**config.mk**
```make
export PLATFORM = sky130hd
export DESIGN_NAME = aes_subbytes_ctrl
export DESIGN_NICKNAME = d
export VERILOG_FILES = /design/src/rtl/aes_subbytes_pkg.sv /design/src/rtl/aes_subbytes_ctrl_delay.sv /design/src/rtl/aes_subbytes_ctrl.sv
export SDC_FILE = /design/constraint.sdc
export NUM_CORES = 1
export LEC_CHECK = 0
export ABC_AREA = 1
export BUFFER_PORTS_ARGS = -buffer_cell sky130_fd_sc_hd__buf_4
export CORE_ASPECT_RATIO = 0.7
export CORE_MARGIN = 2
export CORE_UTILIZATION = 50
export CTS_CLUSTER_DIAMETER = 150
export CTS_CLUSTER_SIZE = 16
export DETAILED_ROUTE_END_ITERATION = 12
export GPL_TIMING_DRIVEN = 0
export PLACE_DENSITY = 0.75
export REMOVE_ABC_BUFFERS = 1
export SLEW_MARGIN = 20
export SYNTH_ARGS = -nofsm -noshare
export SYNTH_HDL_FRONTEND = slang
export SYNTH_SLANG_ARGS = --single-unit
```
**constraint.sdc**
```tcl
create_clock -name ClkxCI -period 4.85 [get_ports ClkxCI]
set_input_delay 0.97 -clock ClkxCI [delete_from_list [all_inputs] [get_ports ClkxCI]]
set_output_delay 0.97 -clock ClkxCI [all_outputs]
set_load 0.02 [all_outputs]
```
**src/rtl/aes_subbytes_pkg.sv**
```systemverilog
// Shared definitions for the masked SubBytes controller: FSM encoding,
// byte width and share/byte index helpers.
package aes_subbytes_pkg;

  typedef enum logic [1:0] {
    IDLE  = 2'd0,
    FEED  = 2'd1,
    DRAIN = 2'd2,
    DONE  = 2'd3
  } state_e;

  localparam int BYTE_W = 8;

  // Counter width for an index range of n entries (at least one bit).
  function automatic int cnt_w(input int n);
    return (n > 1) ? $clog2(n) : 1;
  endfunction

  // LSB position of share s, byte k inside a flat shared-state vector.
  function automatic int byte_lsb(input int s, input int k, input int nbytes);
    return BYTE_W * (nbytes * s + k);
  endfunction

endpackage

```
**src/rtl/aes_subbytes_ctrl_delay.sv**
```systemverilog
// valid_delay_line: LATENCY-deep tag shift register mirroring the S-box pipeline.
module valid_delay_line #(
  parameter int LATENCY = 4
) (
  input  logic clk_i,
  input  logic rst_ni,
  input  logic clr_i,
  input  logic vld_i,
  output logic vld_o
);

  logic [LATENCY:1] vld_pipe;

  always_ff @(posedge clk_i or negedge rst_ni) begin
    if (!rst_ni) begin
      vld_pipe <= '0;
    end else if (clr_i) begin
      vld_pipe <= '0;
    end else begin
      vld_pipe[1] <= vld_i;
      for (int i = 2; i <= LATENCY; i++) vld_pipe[i] <= vld_pipe[i-1];
    end
  end

  assign vld_o = vld_pipe[LATENCY];

endmodule

```
**src/rtl/aes_subbytes_ctrl.sv**
```systemverilog
// Streams a shared AES state byte-by-byte through an external pipelined S-box
// and reassembles the result. Build option: SUBBYTES_CLEAR_EN.
module aes_subbytes_ctrl
  import aes_subbytes_pkg::*;
#(
  parameter int SHARES  = 2,
  parameter int NBYTES  = 16,
  parameter int LATENCY = 4
) (
  input  logic                              ClkxCI,
  input  logic                              RstxBI,
  input  logic                              StartxSI,
  input  logic                              AbortxSI,
  input  logic [BYTE_W*NBYTES*SHARES-1:0]   StatexDI,
  output logic [BYTE_W*SHARES-1:0]          SboxInxDO,
  input  logic [BYTE_W*SHARES-1:0]          SboxOutxDI,
  output logic                              RandEnxSO,
  output logic [BYTE_W*NBYTES*SHARES-1:0]   StatexDO,
  output logic                              BusyxSO,
  output logic                              DonexSO
);

  localparam int            CW   = cnt_w(NBYTES);
  localparam logic [CW-1:0] LAST = CW'(NBYTES - 1);

  state_e state_q, state_d;
  logic [CW-1:0] feed_cnt_q, col_cnt_q;
  logic [SHARES-1:0][NBYTES-1:0][BYTE_W-1:0] in_buf_q, out_buf_q;
  logic [SHARES-1:0][BYTE_W-1:0] fed_byte, sbox_res;
  logic load, feeding, tag_out;

  assign load     = (state_q == IDLE) && StartxSI && !AbortxSI;
  assign feeding  = (state_q == FEED);
  assign sbox_res = SboxOutxDI;

  for (genvar s = 0; s < SHARES; s++) begin : g_share
    assign fed_byte[s] = in_buf_q[s][feed_cnt_q];
  end

  valid_delay_line #(.LATENCY(LATENCY)) u_tags (
    .clk_i  (ClkxCI),
    .rst_ni (RstxBI),
    .clr_i  (AbortxSI),
    .vld_i  (feeding),
    .vld_o  (tag_out)
  );

  always_ff @(posedge ClkxCI or negedge RstxBI) begin
    if (!RstxBI) state_q <= IDLE;
    else         state_q <= state_d;
  end

  always_comb begin
    state_d = state_q;
    unique case (state_q)
      IDLE:  if (load) state_d = FEED;
      FEED:  if (feed_cnt_q == LAST) state_d = DRAIN;
      DRAIN: if (tag_out && col_cnt_q == LAST) state_d = DONE;
      DONE:  state_d = IDLE;
      default: state_d = IDLE;
    endcase
    if (AbortxSI) state_d = IDLE;
  end

  assign RandEnxSO = feeding;
  assign BusyxSO   = (state_q == FEED) || (state_q == DRAIN);
  assign DonexSO   = (state_q == DONE);
  assign StatexDO  = out_buf_q;

  // Output buffer is deliberately not cleared on load: the previous result
  // stays readable until the new job overwrites it byte by byte.
  always_ff @(posedge ClkxCI or negedge RstxBI) begin
    if (!RstxBI) begin
      feed_cnt_q <= '0;
      col_cnt_q  <= '0;
      in_buf_q   <= '0;
      out_buf_q  <= '0;
    end else if (AbortxSI) begin
      feed_cnt_q <= '0;
      col_cnt_q  <= '0;
    end else if (load) begin
      in_buf_q   <= StatexDI;
      feed_cnt_q <= '0;
      col_cnt_q  <= '0;
    end else begin
      if (feeding) begin
        if (feed_cnt_q != LAST) feed_cnt_q <= feed_cnt_q + CW'(1);
`ifdef SUBBYTES_CLEAR_EN
        for (int s = 0; s < SHARES; s++) in_buf_q[s][feed_cnt_q] <= '0;
`endif
      end
      if (tag_out) begin
        for (int s = 0; s < SHARES; s++) out_buf_q[s][col_cnt_q] <= sbox_res[s];
        if (col_cnt_q != LAST) col_cnt_q <= col_cnt_q + CW'(1);
      end
    end
  end

`ifdef SUBBYTES_CLEAR_EN
  assign SboxInxDO = feeding ? fed_byte : '0;
`else
  logic [SHARES-1:0][BYTE_W-1:0] last_q;

  always_ff @(posedge ClkxCI or negedge RstxBI) begin
    if (!RstxBI)      last_q <= '0;
    else if (feeding) last_q <= fed_byte;
  end

  assign SboxInxDO = feeding ? fed_byte : last_q;
`endif

endmodule

```
======== After elaboration in Yosys (flattened, before gate mapping) ========
Cells that the tools add are included.
word-level totals
  register bits ........................... 542
  logic and storage cells ................. 126
  bits of input ports ..................... 276
cells by class
  bitwise logic cells ..................... 2
  order comparisons ....................... 3
  add/sub/neg operators ................... 2
  mux-type cells .......................... 23
  eq/ne operators ......................... 10
  reduce and logical (&&, ||, !) cells .... 16
operators with widths
  operator                                                                              number
  128-bit bitwise mux                                                                   2
  8-bit binary-select mux with 4-bit select                                             2
  4-bit 2-to-1 mux                                                                      9
  8-bit demux with 4-bit select                                                         1
  8-bit 2-to-1 mux                                                                      3
  16-bit 2-to-1 mux                                                                     1
  3-bit nonzero test                                                                    4
  4-bit by 5-bit less-than comparator with 1-bit output (second input constant)         2
  4-bit by 1-bit adder with 4-bit output (second input constant)                        2
  4-bit equality test (second input constant)                                           2
  2-bit 2-to-1 mux                                                                      4
  4-bit inequality test (second input constant)                                         2
  2-bit case mux with 4 select lines                                                    1
  3-bit inequality test (second input constant)                                         2
  2-bit AND reduction                                                                   3
  3-bit AND reduction                                                                   2
  2-bit equality test (second input constant)                                           2
  4-bit by 1-bit greater-or-equal comparator with 1-bit output (second input constant)  1
  1-bit logical AND                                                                     4
  3-bit by 2-bit inequality test with 1-bit output (second input constant)              1
  2-bit by 1-bit equality test with 1-bit output (second input constant)                1
  2-bit zero test                                                                       1
  1-bit inverter                                                                        2
  1-bit zero test                                                                       1
  1-bit logical OR                                                                      1

======== Longest topological paths before layout ========
  depth in word-level cells ............... 6
  depth in mapped cells ................... 11
  gate-level depth less buffers ........... 11

======== Cells and area by module ========
Synthesis repeated with hierarchy kept, for this count alone.
second synthesis, totals
  cell total of the unflattened synthesis .. 2,770
  area, all modules ....................... 23,759.0 µm²
by module, submodules not included
  module             area each (µm²)  cells an instance  times used
  aes_subbytes_ctrl  23,628.9         2,758              1
  valid_delay_line   130.1            12                 1

======== Least setup slack after synthesis ========
OpenSTA, ideal clock, no wires.
  kind .................................... reg-to-output
  start point ............................. register state_q[1]
  end point ............................... output SboxInxDO[10]
  data arrival time ....................... 1,703 ps
  setup slack ............................. 2,177 ps
  cell stages (with the launch flop) ...... 7
  path buffers ............................ 2
  required time ........................... 3,880 ps
  path through ............................ dfrtp_1 -> inv_1 -> ha_1 -> clkbuf_1 -> clkbuf_1 -> nor2_1 -> a21oi_1
between the ends
  cells in the longest elaborated chain, start to end .. 2
ends and longest elaborated chain
  item                                            RTL line                  text
  start, declared                                 aes_subbytes_ctrl.sv:26   state_e state_q, state_d;
  start signal, assigned                          aes_subbytes_ctrl.sv:50   else state_q <= state_d;
  2-bit by 1-bit equality test with 1-bit output  aes_subbytes_ctrl.sv:33   assign feeding = (state_q == FEED);
  named net RandEnxSO                             aes_subbytes_ctrl.sv:17   output logic RandEnxSO,
  16-bit 2-to-1 mux                               aes_subbytes_ctrl.sv:109  assign SboxInxDO = feeding ? fed_byte : last_q;
  end, declared                                   aes_subbytes_ctrl.sv:15   output logic [BYTE_W*SHARES-1:0] SboxInxDO,
The timed path passes the listed nets, and every way through them passes these cells.

======== Final worst setup path ========
  start point ............................. register feed_cnt_q[2]
  end point ............................... output SboxInxDO[2]
between the ends
  cells in the longest elaborated chain, start to end .. 3
ends and longest elaborated chain
  item                                       RTL line                  text
  start, declared                            aes_subbytes_ctrl.sv:27   logic [CW-1:0] feed_cnt_q, col_cnt_q;
  start signal, assigned                     aes_subbytes_ctrl.sv:87   if (feed_cnt_q != LAST) feed_cnt_q <= feed_cnt_q + CW'(1);
  8-bit binary-select mux with 4-bit select  aes_subbytes_ctrl.sv:37   assign fed_byte[s] = in_buf_q[s][feed_cnt_q];
  8-bit 2-to-1 mux (implied by the code)     aes_subbytes_ctrl.sv:37
  16-bit 2-to-1 mux                          aes_subbytes_ctrl.sv:109
No other way between the ends. The select of a mux whose other input is x is not followed.

==> flow_summary.rst <==
.. list-table::
   :header-rows: 1

   * - Metric
     - Value
   * - Via density
     - 5.441
   * - Non-filler instance count after layout
     - 3810
   * - Post-route setup slack
     - 0.6464 ns
   * - Vias after detailed routing
     - 20730
   * - CTS resizes
     - 2
   * - Hold_ws
     - 0.3566 ns
   * - Total power of the final layout
     - 13.37 mW
   * - Met2 Routed Length
     - 35940 um
   * - Worst slew pin tran
     - 1.051 ns
   * - Layout cell share with drive strength beyond 1
     - 22.97%
   * - Pin count of the biggest net entering global routing
     - 136
   * - Deepest clock path buffer count
     - 3
   * - Kind of start point of the critical path
     - register
   * - Total Nets Final
     - 3478
   * - Sink Count
     - 542
   * - Cell occurring most often along the worst timing path
     - a21oi_1
   * - Wire length per cell
     - 19.86 um
   * - Antenna Violating Nets Remaining
     - 0
   * - Width of the die
     - 265.1 um
   * - Sum of routed wire segments on met1
     - 30320 um
   * - Skew-Pair Late Insertion Delay
     - 0.55 ns
   * - CP arrival
     - 3.23 ns
   * - TritonCTS clock tree
     - yes
   * - Top Layer Used
     - met4
   * - Wire length reported by the detailed router
     - 75670 um
   * - Cell Rows
     - 66
   * - Most area-hungry cell type in the Yosys netlist
     - dfrtp_1
   * - Portion of the post-synthesis area used by sequential elements
     - 56.85%
   * - Type of the worst setup path
     - reg -> out
   * - #FFs+latches synth
     - 542
   * - Run status
     - complete, no violations
   * - Core region area
     - 0.04674 mm^2
   * - Clock slew at the register clock pins of the worst setup and hold paths
     - 0.08 ns
   * - DP HPWL
     - 50850 um
   * - Final slew viol count
     - 0
   * - Most frequent standard cell in the layout excluding fill and tap cells
     - nand2_1
   * - Top-level I/O count
     - 551
   * - Leading post-synthesis cells by cell area
     - dfrtp_1 57%, nand2_1 13%, a21oi_1 4.5%
   * - RSZ-0062 raised after global routing
     - false
   * - Height of the die
     - 186.8 um
   * - Number of remaining DRC errors
     - 0
   * - Starting DRT DRC Count
     - 1901
   * - Type of element capturing the critical path
     - output pin
   * - Count of TritonRoute iterations in the first routing pass
     - 7
   * - Vias in the first global route
     - 20430
   * - Slowest cell delay on critical path
     - 0.79 ns
   * - Crit Path Max Fanout
     - 20
   * - Final setup violating endpoints
     - 0
   * - Total setup buffers inserted after CTS
     - 0
   * - Overall fraction of global-route tracks in use
     - 30.23%
   * - Crit path time final
     - 4.204 ns
   * - Count of hold-fix buffers inserted at cts
     - 0
   * - Global-route wire length before repair
     - 117300 um
   * - # Max-Cap Violations
     - 0
   * - Slowest-stage cell, CP
     - dfrtp_2
   * - Static leakage
     - 15.88 nW
   * - Hold Path Class
     - in -> async
   * - Top-area cell type share of the netlist area
     - 56.85%
   * - Placer congestion estimate
     - 0.8572
   * - Worst setup slack after placement
     - -0.2232 ns
   * - Final-report hold violation count
     - 0
   * - Peak VDD IR
     - 0.3207 mV
   * - Total power density per cell area
     - 455.4 mW/mm^2
   * - Number of buffers inserted by port buffering
     - 550
   * - Area growth from synthesis to layout
     - 23.05%
   * - Leading cell types in the layout, fill and taps excluded
     - 807 x nand2_1, 549 x buf_4, 539 x dfrtp_1
   * - Worst-case headroom to the max-slew limit
     - 29.87%
   * - Antenna violations before repair
     - 3
   * - Root Driver
     - clkbuf_16
   * - Total congestion overflow after global routing
     - 0
   * - Final worst clock skew
     - 0.009979 ns
   * - Worst path required time
     - 3.88 ns
   * - Fin crit share
     - 86.67%
   * - Syn avg cell area
     - 8.585 um^2
   * - Deepest level of the CTS H-tree
     - 2
   * - Inserted Clock Buffers
     - 39
   * - Starting utilization of the core area
     - 51.04%
   * - Syn Inst Count
     - 2779
   * - Placed Cells incl. Taps
     - 3764
   * - Number of synthesis warnings
     - 0
   * - Met3 routed WL
     - 4998 um
   * - Cell-by-cell listing of the critical path
     - clkinv_2, nand2_2, a21oi_1, nor2_1, a21oi_1, buf_4
   * - Floorplan die area
     - 0.04951 mm^2
   * - Count of distinct cell types in the synthesized netlist
     - 24
   * - FMAX
     - 237.9 MHz
   * - Summed instance area of the synthesized netlist
     - 0.02386 mm^2
==> sequential cells by signal (all words and copies together) (netlist names) <==
register         cells
feed_cnt_q           4
u_tags.vld_pipe      4
col_cnt_q            4
state_q              2
StatexDO           256
in_buf_q           256
last_q              16
==> path summary, 6_finish.rpt <==
| kind | start | slack, ns | cells past startpoint | to |
|---|---|---|---|---|
| worst max register to register | state_q[0] | 2.07 | 8 | in_buf_q[252] |
| worst max-delay path | feed_cnt_q[2] | 0.65 | 6 | SboxInxDO[2] |
| worst min-delay path | RstxBI | 0.36 | 1 | in_buf_q[242] |
| min in group ClkxCI | u_tags.vld_pipe[2] | 0.47 | 2 | u_tags.vld_pipe[3] |
| max in group asynchronous | RstxBI | 3.01 | 4 | in_buf_q[140] |
| worst min register to register | u_tags.vld_pipe[2] | 0.47 | 2 | u_tags.vld_pipe[3] |
==> power by group <==
part / switching (mW) / total [mW] / internal (mW) / leakage [nW]
logic: 2.53 / 4.15 / 1.62 / 8.62
clock network: 1.57 / 3.03 / 1.46 / 0.503
registers: 0.504 / 6.19 / 5.68 / 6.76
==> final cells by class <==
class / instances / area, um^2
fill: 3919 / 17380
sequential: 542 / 13570
multi-input combinational: 1842 / 8657
timing repair buffer: 566 / 4569
clock buffer: 41 / 993.5
inverter: 202 / 767.0
tap: 612 / 765.7
clock inverter: 3 / 26.28
antenna: 2 / 5.005
==> synth_stat cells, drive strengths merged <==
master and n:
dfrtp 542, inv 200, clkbuf 85, o21ai 265, ha 9, xor2 1
nand2 821, mux2 80, nand3 181, buf 108, a21oi 213, nor3 1
clkinv 2, nor2 270, o211ai 1
==> critical path, delay by kind of cell, from the launching register on <==
family	cells	cell delay, ns
flops	1	0.79
buf+inv	2	0.79
simple gates	2	0.85
compound gates	2	0.21
==> metal layers <==
layer	global-route usage, %	up-vias
li1	-	9600
met1	39.57	10070
met2	48.91	831
met3	4.751	230
met4	15.84	0
met5	0	-
==> per-stage QoR <==
stage	TNS, ns	area [um^2]	utilization [%]
finish	0	29360	62.81
global route	0	29350	62.80
CTS	0	29350	62.79
detailed placement	-2.728	28330	60.60
global placement	-2478.43	27840	59.56
floorplan	-258.45	22950	-
==> cells by family after synthesis <==
kind of cell / Yosys count / synth area share (%)
AOI/OAI and AO/OA: 479 / 10.06
xor gates and xnor gates: 1 / 0.03672
adders and majority gates: 9 / 0.4720
buffers and inverters: 395 / 6.996
DFF: 542 / 56.85
muxes: 80 / 3.776
and+or+nand+nor: 1273 / 21.81
(Power assumes the default switching activity.)
